File: config.mk
export PLATFORM = sky130hd
export DESIGN_NAME = multicycle_ctrl
export DESIGN_NICKNAME = d
export VERILOG_FILES = /design/src/rtl/multicycle_ctrl.sv
export SDC_FILE = /design/constraint.sdc
export NUM_CORES = 1
export LEC_CHECK = 0
export CORE_ASPECT_RATIO = 0.6
export CORE_UTILIZATION = 45
export CTS_CLUSTER_DIAMETER = 30
export DETAILED_ROUTE_END_ITERATION = 8
export PLACE_DENSITY = 0.74
export SKIP_LAST_GASP = 1
export SYNTH_ARGS = -nofsm -noshare
export SYNTH_HDL_FRONTEND = slang
export SYNTH_SLANG_ARGS = --single-unit
File: constraint.sdc
create_clock -name clk -period 1.9 [get_ports clk]
set_clock_uncertainty 0.05 [all_clocks]
set_input_delay 0.285 -clock clk [delete_from_list [all_inputs] [get_ports clk]]
set_output_delay 0.285 -clock clk [all_outputs]
set_load 0.01 [all_outputs]
File: src/rtl/multicycle_ctrl.sv
// Multicycle MIPS-style control unit: Moore FSM with memory handshake,
// per-access wait timeout and sticky illegal/bus-error fault flags.
module multicycle_ctrl #(
  parameter int unsigned MEM_HANDSHAKE = 1,
  parameter int unsigned ENABLE_ORI    = 1,
  parameter int unsigned ENABLE_BNE    = 1,
  parameter int unsigned TIMEOUT       = 255
) (
  input  logic       clk,
  input  logic       reset_n,
  input  logic [5:0] op,
  input  logic       mem_ready,
  output logic       pcwrite,
  output logic       irwrite,
  output logic       regwrite,
  output logic       memwrite,
  output logic       iord,
  output logic       regdst,
  output logic       memtoreg,
  output logic       alusrca,
  output logic [1:0] alusrcb,
  output logic [1:0] pcsrc,
  output logic [1:0] aluop,
  output logic       zeroext,
  output logic       branch,
  output logic       bne,
  output logic       illegal,
  output logic       bus_err,
  output logic [3:0] state
);

  localparam int unsigned CNT_W = (TIMEOUT == 0) ? 1 : $clog2(TIMEOUT + 1);

  localparam logic [5:0] OP_LW    = 6'b100011;
  localparam logic [5:0] OP_SW    = 6'b101011;
  localparam logic [5:0] OP_RTYPE = 6'b000000;
  localparam logic [5:0] OP_BEQ   = 6'b000100;
  localparam logic [5:0] OP_BNE   = 6'b000101;
  localparam logic [5:0] OP_ADDI  = 6'b001000;
  localparam logic [5:0] OP_ORI   = 6'b001101;
  localparam logic [5:0] OP_J     = 6'b000010;

  typedef enum logic [3:0] {
    S_FETCH   = 4'd0,
    S_DECODE  = 4'd1,
    S_MEMADR  = 4'd2,
    S_MEMRD   = 4'd3,
    S_MEMWB   = 4'd4,
    S_MEMWR   = 4'd5,
    S_RTYPEEX = 4'd6,
    S_RTYPEWB = 4'd7,
    S_BRANCH  = 4'd8,
    S_ADDIEX  = 4'd9,
    S_ORIEX   = 4'd10,
    S_IWB     = 4'd11,
    S_JUMP    = 4'd12,
    S_FAULT   = 4'd13
  } state_t;

  state_t             state_q;
  state_t             state_d;
  logic [CNT_W-1:0]   cnt_q;
  logic [CNT_W-1:0]   cnt_d;
  logic               illegal_q;
  logic               illegal_d;
  logic               bus_err_q;
  logic               bus_err_d;
  logic               mem_rdy;
  logic               timeout_c;
  logic               wait_st;

  // Effective handshake: without handshaking every access completes at once.
  assign mem_rdy = (MEM_HANDSHAKE == 0) ? 1'b1 : mem_ready;

  // A waiting access has used its whole budget and memory is still not ready.
  assign timeout_c = (MEM_HANDSHAKE != 0) && (TIMEOUT != 0) && !mem_ready &&
                     (cnt_q == CNT_W'(TIMEOUT));

  // States that wait on memory and are covered by the timeout.
  assign wait_st = (state_q == S_FETCH) || (state_q == S_MEMRD) ||
                   (state_q == S_MEMWR);

  // Next-state and Moore output decode.
  always_comb begin
    state_d  = state_q;
    pcwrite  = 1'b0;
    irwrite  = 1'b0;
    regwrite = 1'b0;
    memwrite = 1'b0;
    iord     = 1'b0;
    regdst   = 1'b0;
    memtoreg = 1'b0;
    alusrca  = 1'b0;
    alusrcb  = 2'b00;
    pcsrc    = 2'b00;
    aluop    = 2'b00;
    zeroext  = 1'b0;
    branch   = 1'b0;
    bne      = 1'b0;

    case (state_q)
      S_FETCH: begin
        alusrcb = 2'b01;
        // Fetch strobes are held off while reset is asserted.
        irwrite = mem_rdy & reset_n;
        pcwrite = mem_rdy & reset_n;
        if (mem_rdy)        state_d = S_DECODE;
        else if (timeout_c) state_d = S_FAULT;
      end
      S_DECODE: begin
        alusrcb = 2'b11;
        case (op)
          OP_LW, OP_SW: state_d = S_MEMADR;
          OP_RTYPE:     state_d = S_RTYPEEX;
          OP_BEQ:       state_d = S_BRANCH;
          OP_BNE:       state_d = (ENABLE_BNE != 0) ? S_BRANCH : S_FAULT;
          OP_ADDI:      state_d = S_ADDIEX;
          OP_ORI:       state_d = (ENABLE_ORI != 0) ? S_ORIEX : S_FAULT;
          OP_J:         state_d = S_JUMP;
          default:      state_d = S_FAULT;
        endcase
      end
      S_MEMADR: begin
        alusrca = 1'b1;
        alusrcb = 2'b10;
        state_d = (op == OP_LW) ? S_MEMRD : S_MEMWR;
      end
      S_MEMRD: begin
        iord = 1'b1;
        if (mem_rdy)        state_d = S_MEMWB;
        else if (timeout_c) state_d = S_FAULT;
      end
      S_MEMWB: begin
        memtoreg = 1'b1;
        regwrite = 1'b1;
        state_d  = S_FETCH;
      end
      S_MEMWR: begin
        iord     = 1'b1;
        memwrite = 1'b1;
        if (mem_rdy)        state_d = S_FETCH;
        else if (timeout_c) state_d = S_FAULT;
      end
      S_RTYPEEX: begin
        alusrca = 1'b1;
        aluop   = 2'b10;
        state_d = S_RTYPEWB;
      end
      S_RTYPEWB: begin
        regdst   = 1'b1;
        regwrite = 1'b1;
        state_d  = S_FETCH;
      end
      S_BRANCH: begin
        alusrca = 1'b1;
        aluop   = 2'b01;
        pcsrc   = 2'b01;
        branch  = (op == OP_BEQ);
        bne     = (op == OP_BNE);
        state_d = S_FETCH;
      end
      S_ADDIEX: begin
        alusrca = 1'b1;
        alusrcb = 2'b10;
        state_d = S_IWB;
      end
      S_ORIEX: begin
        alusrca = 1'b1;
        alusrcb = 2'b10;
        aluop   = 2'b11;
        zeroext = 1'b1;
        state_d = S_IWB;
      end
      S_IWB: begin
        regwrite = 1'b1;
        state_d  = S_FETCH;
      end
      S_JUMP: begin
        pcsrc   = 2'b10;
        pcwrite = 1'b1;
        state_d = S_FETCH;
      end
      S_FAULT: begin
        state_d = S_FAULT;
      end
      default: begin
        state_d = S_FETCH;
      end
    endcase
  end

  // Wait counter restarts on entering a wait state and on every ready.
  always_comb begin
    cnt_d = '0;
    if (wait_st && (state_d == state_q) && !mem_rdy) begin
      cnt_d = cnt_q + CNT_W'(1);
    end
  end

  // Sticky fault causes, recorded on the transition into FAULT.
  always_comb begin
    illegal_d = illegal_q;
    bus_err_d = bus_err_q;
    if ((state_q == S_DECODE) && (state_d == S_FAULT)) illegal_d = 1'b1;
    if (wait_st && (state_d == S_FAULT))                bus_err_d = 1'b1;
  end

  // State, counter and fault flag registers.
  always_ff @(posedge clk or negedge reset_n) begin
    if (!reset_n) begin
      state_q   <= S_FETCH;
      cnt_q     <= '0;
      illegal_q <= 1'b0;
      bus_err_q <= 1'b0;
    end else begin
      state_q   <= state_d;
      cnt_q     <= cnt_d;
      illegal_q <= illegal_d;
      bus_err_q <= bus_err_d;
    end
  end

  assign illegal = illegal_q;
  assign bus_err = bus_err_q;
  assign state   = state_q;

endmodule

After elaboration in Yosys (flattened, before gate mapping)
Cells that the tools add are included.
- flip-flop bits (word level): 14
- output and inout port bits: 23
- word-level logic and storage cells: 68
- bitwise operators: 1
- multiplexer cells: 22
- add/subtract/negate cells: 1
- reduce and logical (&&, ||, !) cells: 17
- eq/ne operators: 23
- operators by type and width (operator ; number):
    $pmux 4 s8 ; 1
    $eq 4x4->1 const B ; 7
    $pmux 4 s6 ; 1
    $eq 4x3->1 const B ; 4
    $mux 4 ; 4
    $eq 6x3->1 const B ; 2
    $eq 6x4->1 const B ; 2
    $eq 6x6->1 const B ; 2
    $pmux 2 s3 ; 2
    $mux 1 ; 10
    $add 8x1->8 const B ; 1
    $eq 4x2->1 const B ; 2
    $eq 8x8->1 const B ; 1
    $mux 8 ; 1
    $reduce_or 2->1 ; 4
    $eq 6x2->1 const B ; 1
    $logic_not 6->1 ; 1
    $reduce_or 3->1 ; 2
    $logic_and 1x1->1 ; 5
    $reduce_or 5->1 ; 1
    $eq 4x1->1 const B ; 1
    $eq 4x4->1 ; 1
    $logic_not 4->1 ; 1
    $pmux 2 s2 ; 1
    5 further kinds ; 6

Depth between registers and ports, before layout
Gate-level depths: netlist of the first run.
- depth after elaboration: 9
- mapped depth: 6
- gate-level depth less buffers: 6

Least setup slack after synthesis of the first run
OpenSTA, ideal clock, no wires.
- path kind: reg2out
- start point: reg state_q[1] (netlist: state[1])
- end point: out pcwrite
- data required time: 1.565 ns
- arrival: 1.512 ns
- cell stages (with the launch flop): 5
- slack: 0.053 ns
- cell sequence: dfrtp_1 > buf_2 > or2_2 > nor3_1 > or2_2
- word-level cells in the longest chain between the ends: 2
- RTL lines (what ; line ; RTL):
    start, declared ; 60 ; state_t state_q;
    start signal, assigned ; 216 ; state_q <= state_d;
    $eq 4x4->1 / $logic_not 4->1 (equally long branches) ; 101 ; case (state_q)
    $pmux 1 s2 (*) ; 101 ;
    end, declared ; 13 ; output logic pcwrite,
Every way passes the cells marked *; elsewhere a longest branch is shown, timed or not.

Worst setup path in the final report of the first run
- start point: reg state_q[2] (netlist: state[2])
- end point: out pcsrc[0]
- word-level cells in the longest chain between the ends: 2
- RTL lines (what ; line ; RTL):
    $eq 4x4->1 ; 101 ;
    $pmux 2 s2 (*) ; 101 ;
    end, declared ; 22 ; output logic [1:0] pcsrc,
Marked as above.

==> out/results.md, run 1 <==
Run status
* status: complete, but fails checks
* failing checks: setup timing

Cells and area
* post-layout instance area: 0.001814 sq mm
* number of fill cells: 120
* diodes inserted: 0
* layout cell share with drive strength beyond 1: 0.3455
* area taken by flip-flops and latches: 352.8 sq um
* area of the multi-input gates: 817.0 sq um
* Area growth syn-to-layout: 68.21%
* count of nets after finishing: 202
* final cell count without fillers: 221

Logic synthesis
* Yosys warnings: 0
* primary flip-flop cell chosen by synthesis mapping: sky130_fd_sc_hd__dfrtp_1
* share of synthesized area spent on multiplexers: 0.01044
* complex-gate fraction of the synthesized area: 0.2088
* Async S/R FF share, synth: 1.000
* post-synthesis xor/xnor area fraction: 0.05684
* Yosys cell types: 42
* Synth Cell Area: 0.001079 sq mm
* post-synthesis share of cell area spent on full adders, half adders and majority gates: 0.01160
* simple-gate portion of the synthesized area: 0.3411
* share of synthesized area occupied by flip-flops and latches: 0.3248
* average footprint of a synthesized cell: 8.109 sq um
* number of enable flip-flop cells after synthesis: 0
* cell count after synthesis: 133
* largest family of logic cells by synthesized area: simple AND/OR/NAND/NOR gates
* Mapped Nets: 143
* number of synthesized register bits: 14

STA
* minimum period implied by the final worst setup slack: 1.951 ns
* Final setup viols: 2
* number of max-slew violations in the final report: 0
* period utilisation layout: 1.027
* FMAX: 0.5126 GHz
* Fin. Hold Viols: 0
* setup slack of the critical path after layout: -0.05075 ns
* worst slew pin tran: 0.3466 ns
* setup repair after global routing missed its margin: yes
* worst relative slew slack: 0.7653

Worst setup path
* nature of the critical path endpoint: output port
* category of the critical setup timing path: reg -> out
* Buf+Inv Stages, Crit Path: 1
* critical path required time: 1.56 ns
* cells along the critical path: nand2b_2 -> nor2_4 -> clkdlybuf4s50_1
* gate family responsible for the most delay along the worst path: buffers and inverters
* cell with the biggest individual delay on the critical path: sky130_fd_sc_hd__clkdlybuf4s50_1
* data arrival time of the critical path: 1.62 ns
* maximum fanout count along the critical path: 5
* CP peak stage delay: 0.55 ns
* register-to-register setup slack: -0.01 ns
* startpoint class of the critical path: flop

Clock tree
* buffers from clock root to sink, at most: 2
* cell at the root of the clock tree: sky130_fd_sc_hd__clkbuf_8
* total CTS buffers: 3
* Worst-path clk slew: 0.06 ns
* Post-CTS Hold Fix Bufs: 0
* Clock Sink Count: 14
* TritonCTS clock tree: done
* clock latency on the worst-skew pair: 0.25 ns
* H-Tree Level Count: 1

Placement
* post-DP HPWL: 2450 um
* last weighted congestion value of the routability-driven placer: 0.9569
* Placed Instance Area: 0.001575 sq mm
* # port buffers: 31
* instance count after placement with tap cells included: 213

Routing
* total wire length: 3704 um
* number of search-and-repair iterations in the first detailed-routing pass: 4
* Post-route DRC: 0
* Detailed Route Iter0 Violations: 113
* via density per instance: 5.706
* Via Count: 1,261
* post-DR wirelength/cell: 16.76 um
* ANT nets after route: 0

Flow run
* Max Cap Viol: 0

Power
* maximum ir drop on the vdd rail: 0.0006814 V
* cell leakage power: 0.9082 nW
* post-layout power: 2.467 mW
* Power per Cell Area: 1360 mW/mm^2

Die
* number of top-level design ports: 32
* total number of placement rows: 13
* Total Die Area: 0.002603 sq mm
* horizontal die dimension: 65.20 um
* total core area: 0.002212 sq mm
* Die Ht: 39.92 um
* Initial Util: 0.4876

Global routing
* vias in the first global route: 1,045
* total congestion overflow: 0
* pin count of the biggest net entering global routing: 16
* wire length of the first global-routing pass: 5106 um
* initial antenna violation count: 0
* all-layer global routing usage: 0.2814

Worst hold path
* type of the worst min-delay path: in -> async

==> routing by layer <==
| layer | share of wire | routed length (um) | GRT usage | vias up |
|---|---|---|---|---|
| met5 | 0 | 0 | 0 | - |
| met4 | 0.026 | 96 | 0.1304 | 0 |
| met3 | 0.089 | 330 | 0.08430 | 13 |
| met2 | 0.44 | 1619 | 0.3840 | 65 |
| met1 | 0.45 | 1657 | 0.4017 | 591 |
| li1 | - | - | - | 592 |
==> final timing paths <==
kind,start,endpoint,cells after the start
max,state[2],pcsrc[0],3
min,reset_n,state[0],2
max reg2reg,state[2],illegal,6
min reg2reg,bus_err,bus_err,1
max in group asynchronous,reset_n,state[3],2
min in group clk,bus_err,bus_err,1
==> cell usage in the layout, fill, tap and decap left out, types with 4 or more instances in the layout <==
cell type,instances
sky130_fd_sc_hd__buf_4,26
sky130_fd_sc_hd__nand2_1,6
sky130_fd_sc_hd__and3_1,8
sky130_fd_sc_hd__inv_1,5
sky130_fd_sc_hd__clkdlybuf4s50_1,10
sky130_fd_sc_hd__xor2_1,4
sky130_fd_sc_hd__nor2_1,23
sky130_fd_sc_hd__dfrtp_1,12
sky130_fd_sc_hd__nor2_2,4
sky130_fd_sc_hd__dlygate4sd2_1,10
sky130_fd_sc_hd__nand3_1,6
sky130_fd_sc_hd__clkbuf_8,4
sky130_fd_sc_hd__a21oi_1,5
sky130_fd_sc_hd__dlymetal6s2s_1,7
==> cells in the mapped netlist (2+ instances only) <==
| cell type | n | area share |
|---|---|---|
| sky130_fd_sc_hd__a21oi_1 | 7 | 0.032 |
| sky130_fd_sc_hd__dfrtp_1 | 14 | 0.32 |
| sky130_fd_sc_hd__nor2b_1 | 3 | 0.017 |
| sky130_fd_sc_hd__nor3_1 | 3 | 0.014 |
| sky130_fd_sc_hd__and3_1 | 8 | 0.046 |
| sky130_fd_sc_hd__o22ai_1 | 2 | 0.012 |
| sky130_fd_sc_hd__a2bb2oi_1 | 2 | 0.016 |
| sky130_fd_sc_hd__nand2b_1 | 5 | 0.029 |
| sky130_fd_sc_hd__buf_2 | 4 | 0.019 |
| sky130_fd_sc_hd__xor2_1 | 4 | 0.032 |
| sky130_fd_sc_hd__nand2_1 | 8 | 0.028 |
| sky130_fd_sc_hd__inv_1 | 5 | 0.017 |
| sky130_fd_sc_hd__nor2_1 | 28 | 0.097 |
| sky130_fd_sc_hd__nand3_1 | 6 | 0.028 |
| sky130_fd_sc_hd__or2_2 | 4 | 0.023 |
| sky130_fd_sc_hd__o21ai_0 | 2 | 0.0093 |
| sky130_fd_sc_hd__xnor2_1 | 3 | 0.024 |
==> per-stage QoR <==
stage / utilization / hold WS [ns] / TNS (ns) / setup WS (ns)
2_1_floorplan: - / -0.06059 / 0 / 0.05278
3_5_place_dp: 0.7121 / 0.4081 / -3.621 / -0.2854
3_3_place_gp: 0.7121 / 0.4024 / -2.581 / -0.2701
4_1_cts: 0.7534 / 0.3395 / -0.1999 / -0.07506
6_report: 0.8201 / 0.3404 / -0.06084 / -0.05075
5_1_grt: 0.8201 / 0.3486 / -0.4378 / -0.09458
==> registers in the layout, indices dropped and copies added (netlist names) <==
| name | cells |
|---|---|
| cnt_q | 8 |
| state | 4 |
| bus_err | 1 |
| illegal | 1 |
==> cell type report <==
class / count / area share
Inverter: 5 / 0.01034
Clock buffer: 4 / 0.03034
Sequential cell: 14 / 0.1945
Multi-Input combinational cell: 109 / 0.4503
Tap cell: 30 / 0.02069
Timing Repair Buffer: 59 / 0.2938
==> report_power, final <==
group	total, mW	switching, mW	internal [mW]
Combinational	1.76	0.872	0.883
Sequential	0.417	0.0571	0.360
Clock	0.294	0.110	0.184
==> repair_timing <==
action	4_1_cts	5_1_grt
cloned	0	0
endpoints found under the hold margin	0	0
gates resized for setup	26	35
buffers inserted	2	2
endpoints found under the setup margin	24	19
pin swaps	4	10
==> logic make-up after synthesis <==
group / Yosys count
mux: 1
flops: 14
xor+xnor: 7
buf+inv: 10
simple gates: 72
compound gates: 28
fa+ha+maj: 1
(Power assumes the default switching activity.)
==> run 2, diff against run 1 <==
TNS_END_PERCENT = 30   (was unset)
==> out/results.md, run 2 (synthesis gave the netlist of run 1 again) <==
Cells and area
* max reg flops: 8
* Util after Layout: 0.7591
* Largest Register: cnt_q
* count of nets after finishing: 198
* layout cell share with drive strength beyond 1: 0.2727
* leading cell types in the layout, fill and taps excluded: 27 x sky130_fd_sc_hd__nor2_1, 24 x sky130_fd_sc_hd__buf_4, 18 x sky130_fd_sc_hd__clkdlybuf4s50_1, 12 x sky130_fd_sc_hd__dfrtp_1
* Area growth syn-to-layout: 55.68%
* area of the multi-input gates: 723.2 sq um
* diodes inserted: 0
* number of fill cells: 159
* most frequent standard cell in the layout excluding fill and tap cells: sky130_fd_sc_hd__nor2_1
* area taken by flip-flops and latches: 352.8 sq um

Worst setup path
* maximum fanout count along the critical path: 15
* nature of the critical path endpoint: output port
* launching instance or port of the critical path: state[1]
* cells along the critical path: buf_4 -> nand2b_2 -> a21oi_1 -> clkdlybuf4s50_1
* critical path required time: 1.56 ns
* Buf+Inv Stages, Crit Path: 2
* CP peak stage delay: 0.55 ns
* cell with the biggest individual delay on the critical path: sky130_fd_sc_hd__clkdlybuf4s50_1
* category of the critical setup timing path: reg -> out
* R2R Path Start: state[3]
* gate family responsible for the most delay along the worst path: buffers and inverters
* startpoint class of the critical path: flop
* data arrival time of the critical path: 1.79 ns

STA
* setup slack of the critical path after layout: -0.2244 ns
* Fin. Hold Viols: 0
* number of max-slew violations in the final report: 0
* Final setup viols: 13
* FMAX: 0.4707 GHz
* worst slew pin tran: 0.5214 ns
* minimum period implied by the final worst setup slack: 2.124 ns
* setup repair after global routing missed its margin: yes
* worst relative slew slack: 0.6480
* period utilisation layout: 1.118

Die
* Total Die Area: 0.002603 sq mm
* total number of placement rows: 13
* horizontal die dimension: 65.20 um
* total core area: 0.002212 sq mm
* number of top-level design ports: 32
* Initial Util: 0.4876
* Die Ht: 39.92 um

Power
* maximum ir drop on the vdd rail: 0.0006551 V
* logic gate share of total power: 0.669
* post-layout power: 2.170 mW
* portion of total power attributed to the clock network: 0.134
* reported net switching power: 0.8765 mW
* cell internal power dissipation: 1.293 mW
* cell leakage power: 0.8445 nW
* Power per Cell Area: 1292 mW/mm^2
* switching part of the total: 0.4040
* sequential share of power: 0.197

Routing
* Via Count: 1,214
* ANT nets after route: 0
* total wire length: 3190 um
* Post-route DRC: 0
* via density per instance: 5.594
* number of search-and-repair iterations in the first detailed-routing pass: 5
* post-DR wirelength/cell: 14.70 um
* Detailed Route Iter0 Violations: 79

Clock tree
* TritonCTS clock tree: done
* Worst-path clk slew: 0.06 ns
* number of buffers inserted by post-CTS setup repair: 0
* total CTS buffers: 3
* cell at the root of the clock tree: sky130_fd_sc_hd__clkbuf_8
* H-Tree Level Count: 1
* clock latency on the worst-skew pair: 0.25 ns
* buffers from clock root to sink, at most: 2
* Clock Sink Count: 14

Global routing
* pin count of the biggest net entering global routing: 16
* all-layer global routing usage: 0.2762
* vias in the first global route: 1,008
* total congestion overflow: 0
* initial antenna violation count: 0
* wire length of the first global-routing pass: 4995 um

Run status
* failing checks: setup timing
* status: complete, but fails checks

Placement
* last weighted congestion value of the routability-driven placer: 0.9569
* worst-case setup slack after placement: -0.2854 ns
* # port buffers: 31
* post-DP HPWL: 2450 um

Flow run
* Max Cap Viol: 0

Worst hold path
* type of the worst min-delay path: in -> async

[run 2: cell types whose count changed in the layout (fill, tap and decap cells not counted), sizes merged]
cell | before | now
buf | 28 | 24
clkdlybuf4s15 | 2 | 1
clkdlybuf4s50 | 10 | 18
dlygate4sd2 | 10 | 4
dlymetal6s2s | 7 | 6
[run 2: cell type report]
type	count	share of cell area
tap	30	0.02235
multi-input combinational	109	0.4307
sequential	14	0.2101
timing repair buffer	55	0.2928
clock buffer	4	0.03279
inverter	5	0.01118
[run 2: routing by layer]
layer	GRT usage	up-vias	wire length (um)
li1	-	584	-
met1	0.4070	572	1536
met2	0.3557	53	1361
met3	0.08430	5	252
met4	0.1304	0	40
met5	0	-	0
[run 2: stage by stage]
step	setup TNS (ns)	area (sq um)	hold WS (ns)	instances
after global placement	-2.581	1575	0.4024	213
after floorplan	0	1079	-0.06059	133
after CTS	-1.564	1642	0.3395	217
after global routing	-2.348	1679	0.3487	217
final	-0.9813	1679	0.3327	217
after detailed placement	-3.621	1575	0.4081	213
[run 2: timing repair]
item | in CTS | in global routing
hold buffers | 0 | 0
setup endpoints to repair | 24 | 23
cloned | 0 | 0
pin swaps | 0 | 0
gates resized for setup | 15 | 18
[run 2: path summary, 6_finish.rpt]
path | cells after the start | slack [ns] | end
worst min register to register | 1 | 0.43 | bus_err
worst max register to register | 5 | -0.02 | cnt_q[6]
max in group asynchronous | 2 | 1.28 | state[3]
min in group clk | 1 | 0.43 | bus_err
worst max-delay path | 4 | -0.22 | alusrcb[1]
worst min-delay path | 2 | 0.33 | state[0]
[run 2: worst reg2reg max path, stage by stage (launching register included)]
cell                        delay, ns
sky130_fd_sc_hd__dfrtp_2         0.47
sky130_fd_sc_hd__or3_1           0.40
sky130_fd_sc_hd__a31oi_1         0.24
sky130_fd_sc_hd__nor3b_2         0.22
sky130_fd_sc_hd__o2111ai_2       0.28
sky130_fd_sc_hd__nor2_1          0.19
[run 2: power by group through the flow]
stage	logic (mW)	registers [mW]	clock network (mW)
finish	1.45	0.428	0.291
global route	1.55	0.437	0.312
CTS	1.41	0.417	0.296
detailed placement	1.39	0.416	0
global placement	1.37	0.415	0
floorplan	0.669	0.430	0
==> run 3, diff against run 2 <==
GPL_TIMING_DRIVEN = 0   (was unset)
==> out/results.md, run 3 (synthesis gave the netlist of run 1 again) <==
Run status
* status: complete, but fails checks
* failing checks: setup timing

Cells and area
* Area growth syn-to-layout: 59.74%
* number of fill cells: 146
* Largest Register: cnt_q
* layout cell share with drive strength beyond 1: 0.2762
* Util after Layout: 0.7788
* most frequent standard cell in the layout excluding fill and tap cells: sky130_fd_sc_hd__nor2_1
* max reg flops: 8
* area taken by flip-flops and latches: 352.8 sq um
* count of nets after finishing: 192
* leading cell types in the layout, fill and taps excluded: 25 x sky130_fd_sc_hd__nor2_1, 17 x sky130_fd_sc_hd__clkdlybuf4s50_1, 12 x sky130_fd_sc_hd__dfrtp_1, 10 x sky130_fd_sc_hd__buf_4
* final cell count without fillers: 211
* diodes inserted: 0
* area of the multi-input gates: 784.5 sq um

STA
* number of max-slew violations in the final report: 0
* Final setup viols: 11
* FMAX: 0.4588 GHz
* Fin. Hold Viols: 0
* worst relative slew slack: 0.5797
* worst slew pin tran: 0.6284 ns
* period utilisation layout: 1.147
* setup repair after global routing missed its margin: yes
* minimum period implied by the final worst setup slack: 2.179 ns
* setup slack of the critical path after layout: -0.2795 ns

Worst setup path
* R2R Path Start: state[2]
* cells along the critical path: buf_4 -> or2_2 -> a21oi_1 -> o2111ai_1 -> a21boi_0 -> a41o_1
* data arrival time of the critical path: 2.32 ns
* critical path required time: 2.04 ns
* register-to-register setup slack: -0.28 ns
* maximum fanout count along the critical path: 5
* reg-to-reg critical path endpoint: illegal
* CP peak stage delay: 0.43 ns
* startpoint class of the critical path: flop
* worst r2r path cells: 6
* nature of the critical path endpoint: flop
* category of the critical setup timing path: reg -> reg
* cell with the biggest individual delay on the critical path: sky130_fd_sc_hd__dfrtp_2

Routing
* Detail Route met3 WL: 320 um
* Detailed Route Iter0 Violations: 186
* uppermost layer routed: met4
* post-DR wirelength/cell: 18.71 um
* detailed-route wire length on metal 1: 1665 um
* Post-route DRC: 0
* ANT nets after route: 0
* Via Count: 1,296
* via density per instance: 6.142
* detailed route wirelength on metal2: 1865 um
* total wire length: 3947 um
* number of search-and-repair iterations in the first detailed-routing pass: 4

Worst hold path
* type of the worst min-delay path: reg -> reg
* Hold Path End: bus_err
* Hold Path Stages: 1
* worst min-delay path startpoint: bus_err

Die
* horizontal die dimension: 65.20 um
* total number of placement rows: 13
* Total Die Area: 0.002603 sq mm
* total core area: 0.002212 sq mm
* number of top-level design ports: 32
* Die Ht: 39.92 um
* Initial Util: 0.4876

Power
* Power per Cell Area: 1421 mW/mm^2
* maximum ir drop on the vdd rail: 0.0005286 V
* post-layout power: 2.448 mW
* cell leakage power: 0.8323 nW

Clock tree
* buffers from clock root to sink, at most: 2
* H-Tree Level Count: 1
* Clock Sink Count: 14
* TritonCTS clock tree: done
* clock latency on the worst-skew pair: 0.26 ns
* Worst-path clk slew: 0.06 ns
* cell at the root of the clock tree: sky130_fd_sc_hd__clkbuf_8
* total CTS buffers: 3

Global routing
* all-layer global routing usage: 0.3097
* total congestion overflow: 0
* vias in the first global route: 1,130
* pin count of the biggest net entering global routing: 15
* initial antenna violation count: 0
* wire length of the first global-routing pass: 5561 um

Placement
* last weighted congestion value of the routability-driven placer: 0.8981
* # port buffers: 30
* instance count after placement with tap cells included: 193
* post-DP HPWL: 2360 um

Flow run
* Max Cap Viol: 0

[run 3: worst max-delay path by stage]
stage,slack (ns),from,end
CTS,-0.23,state[1],alusrcb[1]
global route,-0.34,state[2],illegal
global placement,-0.61,reset_n,pcwrite
detailed placement,-0.63,reset_n,pcwrite
floorplan,0.05,state[1],pcwrite
finish,-0.28,state[2],illegal
[run 3: cell type report]
type,count,share of cell area
flip-flops and latches,14,0.2048
repair buffers,44,0.2447
inverters,5,0.01089
plain buffers,5,0.03050
well taps,30,0.02179
clock buffers,4,0.03195
multi-input cells,109,0.4553
[run 3: timing repair]
item	4_1_cts	5_1_grt
setup buffers	12	1
endpoints found under the hold margin	14	0
hold buffers	1	0
setup endpoints to repair	25	24
gates resized for setup	42	15
pin swaps	6	6
cloned	0	0
[run 3: worst max-delay path: cells and delay by family, from the launching register on]
family | cells | cell delay (ns)
buffers and inverters | 1 | 0.16
AND/OR/NAND/NOR | 1 | 0.28
AO/OA/AOI/OAI | 4 | 1.18
flip-flops | 1 | 0.43
[run 3: routing by layer]
| metal | global-route usage | vias up |
|---|---|---|
| met4 | 0.1467 | 0 |
| met1 | 0.4154 | 625 |
| met3 | 0.07849 | 15 |
| met2 | 0.4742 | 82 |
| met5 | 0 | - |
| li1 | - | 574 |
[run 3: report_power, final]
part	total [mW]	switching, mW	internal (mW)
logic	1.73	0.864	0.864
registers	0.417	0.0574	0.359
clock network	0.303	0.119	0.184
total	2.45	1.04	1.41
[run 3: through the flow]
stage	worst slack, ns	setup TNS, ns	cell area, sq um	hold WS, ns
final	-0.2795	-1.157	1723	0.4353
after global routing	-0.3370	-1.636	1723	0.4723
after CTS	-0.2289	-2.205	1630	0.4458
after detailed placement	-0.6282	-5.088	1416	0.4263
after global placement	-0.6096	-4.649	1416	0.4051
after floorplan	0.05278	0	1079	-0.06059
